===== config.mk =====
export PLATFORM = sky130hd
export DESIGN_NAME = pipe_hazard_ctrl
export DESIGN_NICKNAME = d
export VERILOG_FILES = /design/src/rtl/pipe_hazard_ctrl.sv
export SDC_FILE = /design/constraint.sdc
export NUM_CORES = 1
export LEC_CHECK = 0
export BUFFER_PORTS_ARGS = -buffer_cell sky130_fd_sc_hd__buf_2
export CAP_MARGIN = 20
export CORE_ASPECT_RATIO = 1.2
export CORE_MARGIN = 2
export CORE_UTILIZATION = 51
export CTS_CLUSTER_SIZE = 10
export DETAILED_ROUTE_END_ITERATION = 16
export GPL_ROUTABILITY_DRIVEN = 0
export PLACE_DENSITY = 0.89
export SLEW_MARGIN = 20
export SYNTH_ARGS = -nofsm -noshare
export SYNTH_HDL_FRONTEND = slang
export SYNTH_SLANG_ARGS = --single-unit

===== constraint.sdc =====
create_clock -name clk -period 3.7 [get_ports clk]
set_input_delay 0.37 -clock clk [delete_from_list [all_inputs] [get_ports clk]]
set_output_delay 0.37 -clock clk [all_outputs]
set_load 0.01 [all_outputs]

===== src/rtl/pipe_hazard_ctrl.sv =====
// Hazard and flow-control unit: load-use bubble, taken-branch flush, memory-busy freeze
// and EX-stage operand forwarding selects for a short in-order pipeline.
module pipe_hazard_ctrl #(
    parameter int FLUSH_CYCLES = 1
) (
    input  logic       clk,
    input  logic       reset,
    input  logic [4:0] R1_addr_RR,
    input  logic [4:0] R2_addr_RR,
    input  logic       R1_used_RR,
    input  logic       R2_used_RR,
    input  logic [4:0] R1_addr_EX,
    input  logic [4:0] R2_addr_EX,
    input  logic [4:0] R3_addr_EX,
    input  logic [1:0] R3_dcntrl_EX,
    input  logic       branch_taken_EX,
    input  logic       mem_busy,
    output logic       enable_PC,
    output logic       enable_IF,
    output logic       enable_RR,
    output logic       enable_MEM,
    output logic       clear_IF,
    output logic       clear_RR,
    output logic [1:0] fwd_sel1_EX,
    output logic [1:0] fwd_sel2_EX
);

    typedef enum logic [1:0] {
        RUN     = 2'b00,
        LDSTALL = 2'b01,
        FLUSH   = 2'b10
    } state_t;

    localparam logic [2:0] FLUSH_INIT = 3'(FLUSH_CYCLES - 1);

    state_t     state_r, state_next_s;
    logic [2:0] count_r, count_next_s;
    logic [4:0] dest_mem_r, dest_wb_r;
    logic [1:0] dcntrl_mem_r, dcntrl_wb_r;
    logic       load_use_s;
    logic       en_pc_s, en_if_s, en_rr_s, en_mem_s, clr_if_s, clr_rr_s;
    logic [1:0] fwd1_s, fwd2_s;

    // MEM stage only forwards results that exist there (ALU or PC+4), never load data.
    function automatic logic mem_has_result(input logic [1:0] dc);
        return (dc == 2'b01) || (dc == 2'b11);
    endfunction

    function automatic logic [1:0] fwd_sel(
        input logic [4:0] src,
        input logic [4:0] d_mem,
        input logic [1:0] dc_mem,
        input logic [4:0] d_wb,
        input logic [1:0] dc_wb
    );
        logic [1:0] sel;
        sel = 2'b00;
        if (src != 5'd0) begin
            if ((src == d_mem) && mem_has_result(dc_mem)) begin
                sel = 2'b01;
            end else if ((src == d_wb) && (dc_wb != 2'b00)) begin
                sel = 2'b10;
            end else begin
                sel = 2'b00;
            end
        end else begin
            sel = 2'b00;
        end
        return sel;
    endfunction

    // Load in EX whose destination is read by the RR instruction.
    always_comb begin
        load_use_s = (R3_dcntrl_EX == 2'b10) && (R3_addr_EX != 5'd0) &&
                     ((R1_used_RR && (R1_addr_RR == R3_addr_EX)) ||
                      (R2_used_RR && (R2_addr_RR == R3_addr_EX)));
    end

    // Next-state and raw enable/clear decode, mem_busy overriding everything.
    always_comb begin
        state_next_s = state_r;
        count_next_s = count_r;
        en_pc_s      = 1'b1;
        en_if_s      = 1'b1;
        en_rr_s      = 1'b1;
        en_mem_s     = 1'b1;
        clr_if_s     = 1'b0;
        clr_rr_s     = 1'b0;
        if (mem_busy) begin
            en_pc_s  = 1'b0;
            en_if_s  = 1'b0;
            en_rr_s  = 1'b0;
            en_mem_s = 1'b0;
        end else begin
            case (state_r)
                RUN: begin
                    if (branch_taken_EX) begin
                        clr_if_s = 1'b1;
                        clr_rr_s = 1'b1;
                        if (FLUSH_CYCLES > 1) begin
                            state_next_s = FLUSH;
                            count_next_s = FLUSH_INIT;
                        end else begin
                            state_next_s = RUN;
                            count_next_s = 3'd0;
                        end
                    end else if (load_use_s) begin
                        en_pc_s      = 1'b0;
                        en_if_s      = 1'b0;
                        clr_rr_s     = 1'b1;
                        state_next_s = LDSTALL;
                    end else begin
                        state_next_s = RUN;
                    end
                end
                LDSTALL: begin
                    state_next_s = RUN;
                end
                FLUSH: begin
                    clr_if_s = 1'b1;
                    clr_rr_s = 1'b1;
                    if (count_r <= 3'd1) begin
                        state_next_s = RUN;
                        count_next_s = 3'd0;
                    end else begin
                        count_next_s = count_r - 3'd1;
                    end
                end
                default: begin
                    state_next_s = RUN;
                    count_next_s = 3'd0;
                end
            endcase
        end
    end

    // FSM state and flush counter.
    always_ff @(posedge clk or negedge reset) begin
        if (!reset) begin
            state_r <= RUN;
            count_r <= 3'd0;
        end else begin
            state_r <= state_next_s;
            count_r <= count_next_s;
        end
    end

    // Destination trackers advance with the EX->MEM register.
    always_ff @(posedge clk or negedge reset) begin
        if (!reset) begin
            dest_mem_r   <= 5'd0;
            dcntrl_mem_r <= 2'b00;
            dest_wb_r    <= 5'd0;
            dcntrl_wb_r  <= 2'b00;
        end else if (en_mem_s) begin
            dest_mem_r   <= R3_addr_EX;
            dcntrl_mem_r <= R3_dcntrl_EX;
            dest_wb_r    <= dest_mem_r;
            dcntrl_wb_r  <= dcntrl_mem_r;
        end else begin
            dest_mem_r   <= dest_mem_r;
            dcntrl_mem_r <= dcntrl_mem_r;
            dest_wb_r    <= dest_wb_r;
            dcntrl_wb_r  <= dcntrl_wb_r;
        end
    end

    // Forwarding selects for both EX operands.
    always_comb begin
        fwd1_s = fwd_sel(R1_addr_EX, dest_mem_r, dcntrl_mem_r, dest_wb_r, dcntrl_wb_r);
        fwd2_s = fwd_sel(R2_addr_EX, dest_mem_r, dcntrl_mem_r, dest_wb_r, dcntrl_wb_r);
    end

    // While reset is asserted the outputs show the idle pipe regardless of inputs.
    always_comb begin
        if (!reset) begin
            enable_PC   = 1'b1;
            enable_IF   = 1'b1;
            enable_RR   = 1'b1;
            enable_MEM  = 1'b1;
            clear_IF    = 1'b0;
            clear_RR    = 1'b0;
            fwd_sel1_EX = 2'b00;
            fwd_sel2_EX = 2'b00;
        end else begin
            enable_PC   = en_pc_s;
            enable_IF   = en_if_s;
            enable_RR   = en_rr_s;
            enable_MEM  = en_mem_s;
            clear_IF    = clr_if_s;
            clear_RR    = clr_rr_s;
            fwd_sel1_EX = fwd1_s;
            fwd_sel2_EX = fwd2_s;
        end
    end

endmodule


# [Yosys cells after proc, flatten, opt, wreduce, memory -nomap -nowiden]
# Index checks and enable logic that the tools add are counted.
[op_classes] add_sub_neg=1 n_lt_le_gt_ge=1 n_eq_ne=13 mux=31 bitwise=2 reduce_logical=17
[ops] op="equality test 5 bit" n=6
[ops] op="two-way mux 2 bit" n=9
[ops] op="two-way mux 1 bit" n=16
[ops] op="nonzero test 5 bit" n=3
[ops] op="one-hot mux 3 bit (3 select lines)" n=1
[ops] op="logical AND 1 bit" n=8
[ops] op="equality test 2 bit, second input constant" n=3
[ops] op="two-way mux 3 bit" n=2
[ops] op="equality test 2 x 1 -> 1 bit, second input constant" n=2
[ops] op="!= test 2 bit, second input constant" n=2
[ops] op="one-hot mux 1 bit (2 select lines)" n=2
[ops] op="one-hot mux 2 bit (2 select lines)" n=1
[ops] op="less-or-equal comparator 3 x 1 -> 1 bit, second input constant" n=1
[ops] op="AND reduction 3 bit" n=1
[ops] op="subtractor 3 x 1 -> 3 bit, second input constant" n=1
[ops] op="zero test 2 bit" n=1
[ops] op="logical OR 1 bit" n=2
[ops] op="NOT 1 bit" n=2
[ops] op="AND reduction 2 bit" n=1
[ops] op="nonzero test 2 bit" n=1
[totals] reg_bits=19 input_bits=33 out_inout_bits=10 wordCells=71

# [Longest topological paths before layout]
[depth] depth_word=9 mapped_depth=5 depth_no_buf=4

# [Worst setup path after synthesis]
# OpenSTA, ideal clock, no wires.
[synth_timing] path_kind="input to output" from="input R3_addr_EX[3]" to="output enable_PC" arrival_time_ns=1.515 required_ns=3.330 setup_slack_ns=1.815 stages=5 path_buffers=1 cell_sequence="xor2_1 > nor4_2 > a32oi_1 > o41a_1 > buf_4"
[synth_via] elab_chain_len=9 elab_cells_between_ends=13 classes_between="2 x eq/ne; 5 x mux; 6 x reduce/logical"
[synth_rtl] element="start: declaration" line_no="14" source="input logic [4:0] R3_addr_EX,"
[synth_rtl] element="equality test 5 bit, on equally long branches" line_no="75, 76"
[synth_rtl] element="logical AND 1 bit, on equally long branches" line_no="75, 76"
[synth_rtl] element="logical OR 1 bit" line_no="75" source="((R1_used_RR && (R1_addr_RR == R3_addr_EX)) ||"
[synth_rtl] element="logical AND 1 bit *" line_no="74" source="load_use_s = (R3_dcntrl_EX == 2'b10) && (R3_addr_EX != 5'd0) &&"
[synth_rtl] element="two-way mux 1 bit * (5 in series)"
[synth_rtl] element="end: declaration" line_no="18" source="output logic enable_PC,"
# Mark *: on every way between the ends. The rest lies on a longest branch, timed or not.

# [Worst setup path in the final report]
[layout_timing] from="input R3_addr_EX[3]" to="output enable_IF"
[layout_via] elab_chain_len=9 elab_cells_between_ends=13 classes_between="2 x eq/ne; 5 x mux; 6 x reduce/logical"
[layout_rtl] element="equality test 5 bit, on equally long branches" line_no="75, 76"
[layout_rtl] element="logical AND 1 bit, on equally long branches" line_no="75, 76"
[layout_rtl] element="logical OR 1 bit" line_no="75"
[layout_rtl] element="logical AND 1 bit *" line_no="74"
[layout_rtl] element="two-way mux 1 bit *" line_no="107" source="end else if (load_use_s) begin"
[layout_rtl] element="two-way mux 1 bit *" line_no="97" source="if (branch_taken_EX) begin"
[layout_rtl] element="two-way mux 1 bit *" line_no="95" source="case (state_r)"
[layout_rtl] element="two-way mux 1 bit *" line_no="89" source="if (mem_busy) begin"
[layout_rtl] element="two-way mux 1 bit *" line_no="176" source="if (!reset) begin"
[layout_rtl] element="end: declaration" line_no="19" source="output logic enable_IF,"
# Marks and branches as above.

==> qor.csv <==
stage;metric;value;unit
route;vias_per_cell;5.45;
critical_path;cp.arrival;1.70;ns
clocking;cts.htree.levels;1;
synth;synth_area_per_cell;10.4;um^2
synth;netlist_instances;99;
critical_path;r2r_start;state_r[0];
die;core;0.00187;mm^2
die;start_util;0.552;
pwr;pwr_density_cell;318;mW/mm^2
synth;yosysTopAreaCell;dfrtp_1;
route;via_count;872;
timing;layout_setup_ws;1.63;ns
timing;fmax;483;MHz
timing;rsz0062_at_grt;false;
synth;synth-seq-area-share;0.363;
global_route;grt_pass1_wl;3600;um
critical_path;end_kind;primary output;
pwr;p_switching;0.115;mW
route;dr.pass1.iters;3;
clocking;clockBufferDepth;2;
global_route;grt.busiest_layer;met2;
final_layout;final_common_cell;buf_2;
timing;relSlewSlack;0.744;
timing;layout_min_cycle_time;2.07;ns
die;fp-row-count;17;
die;pin_count;43;
placement;port-buffer-count;42;
clocking;postCtsSetupBuffers;0;
timing;setup_tns;0;ns
critical_path;crit_start;R3_addr_EX[3];
timing;setup_violations;0;
synth;syn_area;0.00103;mm^2
synth;synth_top_area_frac;0.363;
die;die_y;53.3;um
timing;clock_skew;0.000346;ns
clocking;clk_pin_slew;0.08;ns
final_layout;drive_gt1_frac;0.426;
critical_path;crit-reg2reg-capture;state_r[0];
synth;synth_warnings;0;
final_layout;area_growth;22.8;%
final_layout;final_nets;175;
synth;synthTopCellsByArea;dfrtp_1 36%, mux2_2 15%, xor2_1 14%;
timing;period_share;0.560;
route;routedWlPerCell;13.3;um
route;drt-initial-drc-count;3;
critical_path;cp_max_fo;4;
route;drc;0;
global_route;grt_max_degree;21;
pwr;netSwitchingFraction;0.284;
critical_path;cp-start-kind;input port;
pwr;p_int;0.289;mW
global_route;grt_use_met3;0.0102;
timing;worst_slew_pin_slew;0.384;ns
clocking;ctsHoldBuffers;0;
pwr;cellLeakagePower;0.588;nW
critical_path;endpoint;enable_IF;
critical_path;rrSetupSlack;2.60;ns
global_route;antenna_found_initial;0;
status;outcome;finished, final reports clean;
final_layout;diodes;0;
synth;syn_nets;132;
route;ant_nets;0;
global_route;grtUsageMet2;0.379;
clocking;cts.sinks;15;
timing;hold_viol;0;
timing;drv_slew;0;
clocking;cts_buffers;3;
critical_path;reg2regPathDepth;2;
global_route;grt-ovfl-total;0;
pwr;seqPwrFrac;0.507;
clocking;post_cts_resized;0;
global_route;grt_pass1_vias;880;
run;max-cap-violations;0;
clocking;worst_skew_pair.late_latency;0.27;ns
critical_path;crit_type;input port to primary output;
synth;ys_types;25;
route;drt_wl_total;2130;um
clocking;cts_tree;built;
synth;synth-seq-cells;15;
die;dieArea;0.00240;mm^2
die;die_x;45.1;um
pwr;irDropWorstVdd;0.179;mV
global_route;gr-usage-met1;0.234;
clocking;root_buffer;clkbuf_4;
critical_path;required;3.33;ns
final_layout;layout_common_cells;42 x buf_2, 16 x xor2_1, 15 x dfrtp_1;
pwr;clockPowerShare;0.211;
global_route;grtUsageTotal;0.209;
placement;post-place-ws;1.60;ns
hold_path;min-delay-path-class;input port to async pin;
placement;dp_hpwl;1820;um
pwr;pwr-share-comb;0.282;
[kinds of logic after synthesis]
family                    count (synthesis)  share of synthesized area
AOI/OAI and AO/OA                         6                     0.0448
xor gates and xnor gates                 30                      0.254
buffers and inverters                     5                     0.0278
DFF                                      15                      0.363
muxes                                    14                      0.153
and+or+nand+nor                          29                      0.157
[how the worst min path moves through the flow]
stage,startpoint,end,cells after the start
CTS,reset,dcntrl_wb_r[0],1
detailed placement,reset,dcntrl_wb_r[0],1
finish,reset,dcntrl_mem_r[0],1
global route,reset,dest_mem_r[3],1
floorplan,reset,dcntrl_mem_r[0],0
global placement,reset,dcntrl_wb_r[0],1
[per-stage QoR]
step / utilization / power, mW / area, um^2 / hold slack, ns / std cells
2_1_floorplan: - / 0.277 / 1030 / 0.0744 / 99
3_3_place_gp: 0.664 / 0.316 / 1240 / 0.315 / 156
3_5_place_dp: 0.664 / 0.323 / 1240 / 0.316 / 156
4_1_cts: 0.678 / 0.410 / 1270 / 0.0168 / 160
5_1_grt: 0.678 / 0.430 / 1270 / 0.0334 / 160
6_report: 0.678 / 0.403 / 1270 / 0.0128 / 160
[routing by layer]
layer	part of all wire	vias up
met4	0.023	0
met3	0.074	4
met2	0.51	43
met1	0.39	391
met5	0	-
li1	-	434
[worst max-delay path: stages]
cell     delay (ns)
buf_2          0.13
xor2_1         0.17
nor4_2         0.30
a32oi_1        0.19
o41a_1         0.40
buf_2          0.14
[synthesized netlist by cell type, drive strengths merged]
cell / n
or4: 2
mux2: 14
o21ai: 2
nand2: 5
nand2b: 1
buf: 4
and2: 1
xnor2: 14
xor2: 16
o21a: 1
o41a: 1
dfrtp: 15
nor2b: 1
nor4: 4
a32oi: 1
nand3: 2
nor3: 4
inv: 1
nand4: 2
o41ai: 1
and3: 4
nor2: 3
[power groups by stage]
stage | sequential [mW] | combinational [mW] | clock, mW
after floorplan | 0.201 | 0.0756 | 0
after global placement | 0.207 | 0.110 | 0
after detailed placement | 0.208 | 0.115 | 0
after CTS | 0.205 | 0.115 | 0.0898
after global routing | 0.208 | 0.125 | 0.0970
final | 0.205 | 0.114 | 0.0853
[final cells by class]
| cell class | count | area (um^2) |
|---|---|---|
| fill | 162 | 603 |
| sequential | 15 | 375 |
| timing repair buffer | 42 | 210 |
| clock buffer | 4 | 26.3 |
| inverter | 1 | 3.75 |
| multi-input combinational | 79 | 629 |
| tap | 19 | 23.8 |
[flip-flops by register name, indices dropped and copies added, names as in the netlist]
name,flops
dcntrl_mem_r,2
state_r,1
dest_wb_r,5
dcntrl_wb_r,2
dest_mem_r,5
Power figures use the tool's default switching activity.
